## src/rtl/disp_pkg.sv

```systemverilog
// Shared types and constants for the multiplexed seven-segment scan arbiter.
package disp_pkg;

    localparam int unsigned DWELL_DEFAULT = 5000;
    localparam int unsigned NIB_W         = 4;
    localparam int unsigned SEG_W         = 7;
    localparam int unsigned WORD_W        = 32;

    typedef enum logic [1:0] {
        DBG  = 2'd0,
        MMIO = 2'd1,
        AUX  = 2'd2,
        NONE = 2'd3
    } src_e;

    // Active-low segments {a,b,c,d,e,f,g}, index 15 first.
    localparam logic [15:0][SEG_W-1:0] SEG_TABLE = {
        7'b0111000, 7'b0110000, 7'b1000010, 7'b0110001,
        7'b1100000, 7'b0001000, 7'b0000100, 7'b0000000,
        7'b0001111, 7'b0100000, 7'b0100100, 7'b1001100,
        7'b0000110, 7'b0010010, 7'b1001111, 7'b0000001
    };

    // Index of the highest nonzero nibble; 0 when the word is all zero.
    function automatic logic [2:0] top_nibble(input logic [WORD_W-1:0] word);
        logic [2:0] top;
        top = 3'd0;
        for (int i = 1; i < 8; i++) begin
            if (word[NIB_W*i +: NIB_W] != 4'h0) top = 3'(i);
        end
        return top;
    endfunction

endpackage

```

## src/rtl/seg7_decode.sv

```systemverilog
// Combinational hex nibble to active-low seven-segment pattern.
module seg7_decode
    import disp_pkg::*;
(
    input  logic [NIB_W-1:0] nib_i,
    output logic [SEG_W-1:0] seg_c_o
);

    assign seg_c_o = SEG_TABLE[nib_i];

endmodule

```

## src/rtl/disp_scan_arbiter.sv

```systemverilog
// Three-source display arbiter: grants one source per frame and scans its
// 32-bit word across eight digits with PWM brightness and leading-zero blanking.
module disp_scan_arbiter
    import disp_pkg::*;
#(
    parameter int unsigned DWELL = DWELL_DEFAULT
) (
    input  logic              clk_5M,
    input  logic              Rst,
    input  logic              dbg_req,
    input  logic [WORD_W-1:0] dbg_data,
    input  logic              mmio_req,
    input  logic [WORD_W-1:0] mmio_data,
    input  logic              aux_req,
    input  logic [WORD_W-1:0] aux_data,
    input  logic [2:0]        bright,
    input  logic              lz_blank,
    output logic [7:0]        an,
    output logic [SEG_W-1:0]  sev_out,
    output logic [1:0]        active_src,
    output logic              frame_done
);

    localparam int unsigned DWELL_W = 16;
    localparam int unsigned PROD_W  = 20;
    localparam logic [DWELL_W-1:0] DWELL_LAST = DWELL_W'(DWELL - 1);

    typedef enum logic {
        LOAD = 1'b0,
        SCAN = 1'b1
    } state_e;

    state_e             state_q, state_d;
    logic [2:0]         digit_q, digit_d;
    logic [DWELL_W-1:0] dwell_q, dwell_d;
    logic [WORD_W-1:0]  snap_q,  snap_d;
    src_e               src_q,   src_d;
    logic               lz_q,    lz_d;
    logic [7:0]         an_q,    an_d;
    logic [SEG_W-1:0]   sev_q,   sev_d;
    logic               fd_q,    fd_d;

    logic [NIB_W-1:0]   nib_c;
    logic [SEG_W-1:0]   seg_c;
    logic [2:0]         top_c;
    logic [PROD_W-1:0]  thr_c;
    logic               lit_c;

    assign nib_c = snap_q[{digit_q, 2'b00} +: NIB_W];
    assign top_c = top_nibble(snap_q);

    // On-time threshold: ((bright+1)*DWELL)/8, widened so DWELL up to 65535 fits.
    assign thr_c = PROD_W'((PROD_W'(bright) + PROD_W'(1)) * PROD_W'(DWELL)) >> 3;
    assign lit_c = PROD_W'(dwell_q) < thr_c;

    seg7_decode u_seg7_decode (
        .nib_i   (nib_c),
        .seg_c_o (seg_c)
    );

    always_ff @(posedge clk_5M) begin
        if (Rst) begin
            state_q <= LOAD;
            digit_q <= 3'd0;
            dwell_q <= '0;
            snap_q  <= '0;
            src_q   <= NONE;
            lz_q    <= 1'b0;
            an_q    <= 8'hFF;
            sev_q   <= 7'h7F;
            fd_q    <= 1'b0;
        end else begin
            state_q <= state_d;
            digit_q <= digit_d;
            dwell_q <= dwell_d;
            snap_q  <= snap_d;
            src_q   <= src_d;
            lz_q    <= lz_d;
            an_q    <= an_d;
            sev_q   <= sev_d;
            fd_q    <= fd_d;
        end
    end

    always_comb begin
        state_d = state_q;
        digit_d = digit_q;
        dwell_d = dwell_q;
        snap_d  = snap_q;
        src_d   = src_q;
        lz_d    = lz_q;
        an_d    = 8'hFF;
        sev_d   = 7'h7F;
        fd_d    = 1'b0;

        case (state_q)
            LOAD: begin
                state_d = SCAN;
                digit_d = 3'd0;
                dwell_d = '0;
                lz_d    = lz_blank;
                if (dbg_req) begin
                    src_d  = DBG;
                    snap_d = dbg_data;
                end else if (mmio_req) begin
                    src_d  = MMIO;
                    snap_d = mmio_data;
                end else if (aux_req) begin
                    src_d  = AUX;
                    snap_d = aux_data;
                end else begin
                    src_d  = NONE;
                    snap_d = '0;
                end
            end
            SCAN: begin
                sev_d = seg_c;
                if (src_q != NONE && lit_c && !(lz_q && digit_q > top_c)) begin
                    an_d = ~(8'(1) << digit_q);
                end
                if (dwell_q == DWELL_LAST) begin
                    dwell_d = '0;
                    digit_d = digit_q + 3'd1;
                    if (digit_q == 3'd7) state_d = LOAD;
                end else begin
                    dwell_d = dwell_q + DWELL_W'(1);
                end
            end
            default: state_d = LOAD;
        endcase

        // Registered from next state so the pulse lands on the last scan cycle itself.
        fd_d = (state_d == SCAN) && (digit_d == 3'd7) && (dwell_d == DWELL_LAST);
    end

    assign an         = an_q;
    assign sev_out    = sev_q;
    assign active_src = 2'(src_q);
    assign frame_done = fd_q;

endmodule
```

## config.mk

```make
export PLATFORM = sky130hd
export DESIGN_NAME = disp_scan_arbiter
export DESIGN_NICKNAME = d
export VERILOG_FILES = /design/src/rtl/disp_pkg.sv /design/src/rtl/seg7_decode.sv /design/src/rtl/disp_scan_arbiter.sv
export SDC_FILE = /design/constraint.sdc
export NUM_CORES = 1
export LEC_CHECK = 0
export BUFFER_PORTS_ARGS = -buffer_cell sky130_fd_sc_hd__buf_2
export CAP_MARGIN = 25
export CORE_ASPECT_RATIO = 2
export CORE_UTILIZATION = 53
export DETAILED_ROUTE_END_ITERATION = 16
export GPL_ROUTABILITY_DRIVEN = 0
export PLACE_DENSITY = 0.88
export SETUP_SLACK_MARGIN = 0.5
export SLEW_MARGIN = 5
export SYNTH_ARGS = -nofsm -noshare
export SYNTH_HDL_FRONTEND = slang
export SYNTH_SLANG_ARGS = --single-unit
```

## constraint.sdc

```tcl
create_clock -name clk_5M -period 5.04 [get_ports clk_5M]
set_input_delay 1.008 -clock clk_5M [delete_from_list [all_inputs] [get_ports clk_5M]]
set_output_delay 1.008 -clock clk_5M [all_outputs]
set_load 0.005 [all_outputs]
```

==> impl_results.md, run 1 <==
- Total track usage: 28.6%
- CTS tree: built
- Max_slew headroom: 37.7%
- Synthesized area per cell: 8.50 sq um
- Cell Count Post-Placement: 724
- Final worst slack: 0.621 ns
- P_leak: 0.00245 uW
- Yosys warnings: 0
- Main flop type after synthesis: dfxtp_1
- Slew @ Worst Pin: 0.909 ns
- Status: completed
- Worst-path cell chain: buf_2, ha_4, xnor2_2, ha_1, inv_1, ha_1, ha_1, ha_1, a21oi_2, o21bai_1, a21o_1, a21oi_4, buf_4, xnor2_1, ha_1, nand4_1, nor4_4, o31ai_4, and2_4, nand3_1
- Root buf cell: clkbuf_16
- Synth top cells by count: 71 x dfxtp_1, 64 x nor2_1, 44 x ha_1, 42 x a21oi_1, 36 x nor3_1
- Required time of the critical path: 5.31 ns
- Syn Std Cell Area: 4590 sq um
- Final period util: 87.7%
- Routed Antenna Nets: 0
- Fmax: 0.226 GHz
- Die width: 67.8 microns
- Slowest cell on crit path: ha_1
- Via count: 4565
- Iter 0 DRT Violations: 207
- Final Hold Viols: 0
- Clock Path Buffers: 2
- Syn Nets: 689
- GR Overflow Total: 0
- H-Tree Depth: 3
- Clock Latency Late Sink: 0.34 ns
- Post-synth EDFFs: 0
- Final Util: 67.9%
- Slew Limit Fails: 0
- Crit Path Class: in -> reg
- Non-filler cells, final: 744
- Wire per inst: 16.8 microns
- Cell Pwr Density: 282 nW/um^2
- Chip height: 134 microns
- Share of cells above drive strength 1: 26.8%
- Grt met3 use: 4.11%
- Grt met1 use: 26.6%
- Worst-path maximum fanout: 6
- Async S/R FF share, synth: 0%
- Fill count: 657
- Hold crit path type: reg -> reg
- Fin Setup TNS: 0 ns
- Startpoint types: primary input
- Crit path DAT: 4.69 ns
- Post-synthesis cell type count: 54
- Met2 usage: 53.7%
- First-pass GRT wire length: 19.8 mm
- Clock skew: 0.00535 ns
- # setup viols final: 0
- Dpl hpwl: 9.19 mm
- Area leader, netlist: dfxtp_1
- Post-Syn Instances: 540
- Pre-CTS setup slack: 0.0397 ns
- Initial DRT Pass Iterations: 5
- Initial Util: 55.0%
- Crit path largest cell delay: 0.31 ns
- DR vias/cell: 6.14
- Cell Rows: 47
- Seq/Total Area, Yosys: 31.0%
- Cell repeated most along the worst path: ha_1
- Vias in the first global route: 4517
- Max-cap violations: 0
- CTS Buf Count: 9
- Worst IR Drop VDD: 0.000215 V
- Antenna violations before repair: 0
- Flops & latches, synth: 71
- CTS sink count: 71
- Worst-path clk slew: 0.05 ns
- Final nets: 790
- Largest cells by area after synthesis: dfxtp_1 31%, ha_1 12%, a221oi_1 6.3%, nor2_1 5.2%, nor2b_1 4.6%
- Synth-to-layout area growth: 23.5%
- PortBufs: 122
- Final min period: 4.42 ns
- Largest net degree at the start of global routing: 74
- Die area: 9060 sq um
- WL final: 12.5 mm
- Most frequent cell after synthesis: dfxtp_1
- Critical Path End Type: flop
- # DRC: 0
- GR peak layer: met2
- RSZ-0062 raised after global routing: no
- Ant diodes: 0
- Floorplan core area: 8350 sq um
- Post-synth top area share: 31.0%
- Num ports: 123
kinds of logic (layout without fill, tap and decap cells):
family	after synthesis	count (layout)	synth area share [%]
buffers and inverters	57	163	5.07
adder cells (fa/ha/maj)	44	44	12.0
AND/OR/NAND/NOR	210	210	23.9
AO/OA/AOI/OAI	118	118	17.7
flip-flops	71	71	31.0
multiplexers	20	20	6.54
XOR/XNOR	20	20	3.82
routing by layer:
layer | routed length, microns | share of wire [%] | up-vias
met1 | 4260 | 34 | 2119
met5 | 0 | 0 | -
met2 | 7120 | 57 | 206
li1 | - | - | 2189
met3 | 495 | 4.0 | 51
met4 | 624 | 5.0 | 0
power breakdown:
group	switching, uW	internal (uW)	leakage (uW)
Clock	233	474	0.000165
Combinational	151	136	0.00170
Sequential	20.4	586	0.000582
Total	404	1200	0.00245
worst max-delay path: cells and delay by family:
kind | cells | cell delay [ns]
compound gates | 5 | 0.81
xor+xnor | 2 | 0.23
fa+ha+maj | 6 | 1.69
buf+inv | 3 | 0.35
simple gates | 4 | 0.63
layout make-up:
type / count / area, sq um / area share [%]
multi-input cells: 412 / 3050 / 53.8
flip-flops and latches: 71 / 1420 / 25.1
repair buffers: 128 / 659 / 11.6
clock buffers: 12 / 267 / 4.70
well taps: 98 / 123 / 2.16
clock inverters: 4 / 76.3 / 1.35
inverters: 19 / 71.3 / 1.26
stage by stage:
step           instance area (sq um)  hold slack (ns)  power [uW]
3_5_place_dp                    5190            0.483         881
4_1_cts                         5550            0.496        1590
6_report                        5670            0.496        1600
2_1_floorplan                   4600            0.448         790
3_3_place_gp                    5190            0.465         867
5_1_grt                         5670            0.554        1660
cell usage in the layout, fill, tap and decap left out, types with 4 or more instances in the layout:
master and instances:
mux4_2 8, dfxtp_1 70, xor2_1 8, a21o_1 4, nor2_1 64, nand3b_1 4
nand2b_1 5, mux2i_1 12, clkbuf_16 9, a21oi_1 40, xnor2_1 11, ha_1 41
inv_1 18, nand2_1 18, nand3_1 10, nor3_1 36, nor2b_1 33, buf_2 122
buf_4 5, nor4_1 7, nand4_1 10, and3_1 5, a221oi_1 31, o21ai_0 9
state kept, by name, indices dropped and copies added, names as in the netlist:
signal      flops
snap_q         32
dwell_q        16
an              8
sev_out         7
digit_q         3
active_src      2
frame_done      1
lz_q            1
state_q         1
worst paths after layout:
| check | start | cells after the start | to | slack (ns) |
|---|---|---|---|---|
| max reg2reg | digit_q[0] | 8 | sev_out[3] | 1.68 |
| min | snap_q[0] | 2 | snap_q[0] | 0.50 |
| min reg2reg | snap_q[0] | 2 | snap_q[0] | 0.50 |
| max | bright[0] | 20 | an[6] | 0.62 |
what timing repair did:
action / 4_1_cts / 5_1_grt
hold buffers: 0 / 0
pin swaps: 1 / 8
resized for setup: 4 / 12
buffers inserted: 0 / 3
setup endpoints to repair: 4 / 8
(Power assumes the default switching activity.)
==> run 2, diff against run 1 <==
Settings changed: GPL_TIMING_DRIVEN from default to 0.
==> run 2 against run 1 <==
Against the previous run: fmax fell by 0.42%; sequential cell count did not move; sequential power barely moved; total power rose by 0.33%; cell count rose by 5.6%; combinational power rose by 9.8%; non-clock buffer count rose by 42; utilization rose by 2.5 points; final area rose by 3.7%; global-route usage rose by 3.5 points; clock skew rose by 0.0032 ns; largest power group unchanged.
==> impl_results.md, run 2 (synthesized netlist as in run 1, its figures left out) <==
- Required time of the critical path: 5.24 ns (-0.07 ns)
- Clock Latency Late Sink: 0.34 ns (about the same)
- P_leak: 0.00252 uW (+3.1%)
- Worst-path clk slew: 0.05 ns (about the same)
- Clock skew: 0.00854 ns (+0.00318 ns)
- PortBufs: 120 (-1.6%)
- Fill count: 633 (-3.7%)
- Commonest non-fill, non-tap cells in the layout: 122 x buf_2, 71 x dfxtp_1, 64 x nor2_1
- Max FFs per register: 32 (unchanged)
- Crit-path leading delay family: adder cells
- Num ports: 123 (unchanged)
- CTS tree: built
- Root buf cell: clkbuf_16
- Status: completed
- Final Hold Viols: 0 (unchanged)
- Dpl hpwl: 10.4 mm (+13%)
- Max-cap violations: 0 (unchanged)
- Crit path DAT: 4.64 ns (-0.05 ns)
- Largest net degree at the start of global routing: 12 (-84%)
- Die width: 67.8 microns (unchanged)
- Final period util: 88.1% (+0.37 points)
- Iter 0 DRT Violations: 248 (+20%)
- Commonest non-fill, non-tap cell in the layout: buf_2
- Slew @ Worst Pin: 0.651 ns (-0.259 ns)
- Initial DRT Pass Iterations: 5 (unchanged)
- Cell repeated most along the worst path: ha_1
- Critical Path End Type: flop
- Routed Antenna Nets: 0 (unchanged)
- Wire per inst: 17.2 microns (+2.4%)
- # setup viols final: 0 (unchanged)
- Slew Limit Fails: 0 (unchanged)
- CTS Buf Count: 9 (unchanged)
- Clock Path Buffers: 2 (unchanged)
- Worst-path cell chain: clkbuf_4, ha_4, xnor2_2, ha_1, inv_2, ha_4, ha_1, ha_1, a21oi_2, o21bai_1, a21o_1, a21oi_4, o21ai_2, a221oi_2, ha_1, nand2_2, o2111a_2, and2_4, nand3_1
- Hold crit path type: reg -> reg
- Cell Pwr Density: 273 nW/um^2 (-3.2%)
- Vias in the first global route: 4965 (+9.9%)
- Cell Rows: 47 (unchanged)
- Floorplan core area: 8350 sq um (unchanged)
- H-Tree Depth: 3 (unchanged)
- Chip height: 134 microns (unchanged)
- Antenna violations before repair: 0 (unchanged)
- CTS sink count: 71 (unchanged)
- # DRC: 0 (unchanged)
- Multi-input gate area: 3080 sq um (+0.94%)
- Share of cells above drive strength 1: 26.6% (-0.18 points)
- Max_slew headroom: 55.4% (+18 points)
- Slowest cell on crit path: ha_1
- DR vias/cell: 6.07 (-1.1%)
- Crit Path Class: in -> reg
- GR Overflow Total: 0 (unchanged)
- Worst-path maximum fanout: 6 (unchanged)
- Via count: 4769 (+4.5%)
- Total track usage: 32.1% (+3.5 points)
- Final min period: 4.44 ns (+0.0188 ns)
- Final hold slack: 0.501 ns (+0.00480 ns)
- Register area: 1420 sq um (about the same)
- WL final: 13.5 mm (+8.2%)
- Initial Util: 55.0% (unchanged)
- Die area: 9060 sq um (unchanged)
- Ant diodes: 0 (unchanged)
- RSZ-0062 raised after global routing: no
- Reg with most FFs: snap_q
- Post-Place Cell Area: 5330 sq um (+2.6%)
- Final worst slack: 0.602 ns (-0.0188 ns)
- First-pass GRT wire length: 22.0 mm (+11%)
- Worst IR Drop VDD: 0.000184 V (-14%)
- Design area: 5880 sq um (+3.7%)
- Crit path largest cell delay: 0.31 ns (about the same)
- Synth-to-layout area growth: 28.1%
- Startpoint types: primary input
- Buf+Inv Stages, Crit Path: 2 (-1)
- Pre-CTS setup slack: -0.327 ns (-0.367 ns)
- Final nets: 832 (+5.3%)
- Fmax: 0.225 GHz (-0.42%)
==> run 2: cell count changes in the layout (fill, tap and decap cells not counted), moves of 2 or more <==
| cell | change |
|---|---|
| clkbuf_1 | +33 |
| buf_4 | +7 |
| inv_1 | -2 |
| buf_1 | +2 |
==> run 2: path summary, 6_finish.rpt <==
kind               from  slack (ns)  depth (start not counted)          to
max           bright[0]        0.60                         19       an[5]
max reg2reg  digit_q[1]        1.79                          9  sev_out[3]
min reg2reg  dwell_q[0]        0.50                          1  dwell_q[0]
min          dwell_q[0]        0.50                          1  dwell_q[0]
==> run 2: timing repair <==
item	in CTS	in global routing
setup buffers	4	8
pin swaps	7	9
hold endpoints to repair	0	0
gates resized for setup	10	13
hold buffers	0	0
setup endpoints to repair	8	8
==> run 2: final cells by class <==
| type | count | share of cell area (%) |
|---|---|---|
| plain buffers | 38 | 2.75 |
| well taps | 98 | 2.09 |
| repair buffers | 132 | 11.8 |
| clock inverters | 3 | 1.11 |
| clock buffers | 13 | 4.43 |
| flip-flops and latches | 71 | 24.2 |
| inverters | 19 | 1.28 |
| multi-input cells | 412 | 52.4 |
==> run 2: layer usage <==
layer / wire length (microns) / global-route usage (%)
met5: 0 / 0
met4: 875 / 25.5
met3: 650 / 6.25
met2: 7660 / 57.6
met1: 4330 / 29.1
==> run 2: metrics by stage <==
step	utilization (%)	cells	TNS [ns]	power [uW]
floorplan	-	540	0	790
detailed placement	63.8	758	-1.81	892
global placement	63.8	758	-0.582	874
finish	70.4	786	0	1610
CTS	68.7	778	0	1580
global route	70.4	786	0	1680
==> run 2: power breakdown <==
| group | leakage, uW | switching [uW] | internal (uW) |
|---|---|---|---|
| Clock | 0.000160 | 225 | 459 |
| Sequential | 0.000582 | 19.7 | 586 |
| Combinational | 0.00178 | 166 | 149 |
==> run 2: worst register-to-register path: stages, from the launching register on <==
cell and delay (ns):
dfxtp_1 0.48, clkbuf_1 0.51, mux4_2 0.44, mux2i_1 0.55
inv_1 0.16, ha_1 0.26, inv_1 0.11, nor2_1 0.06
a2111oi_0 0.44, a31oi_1 0.09
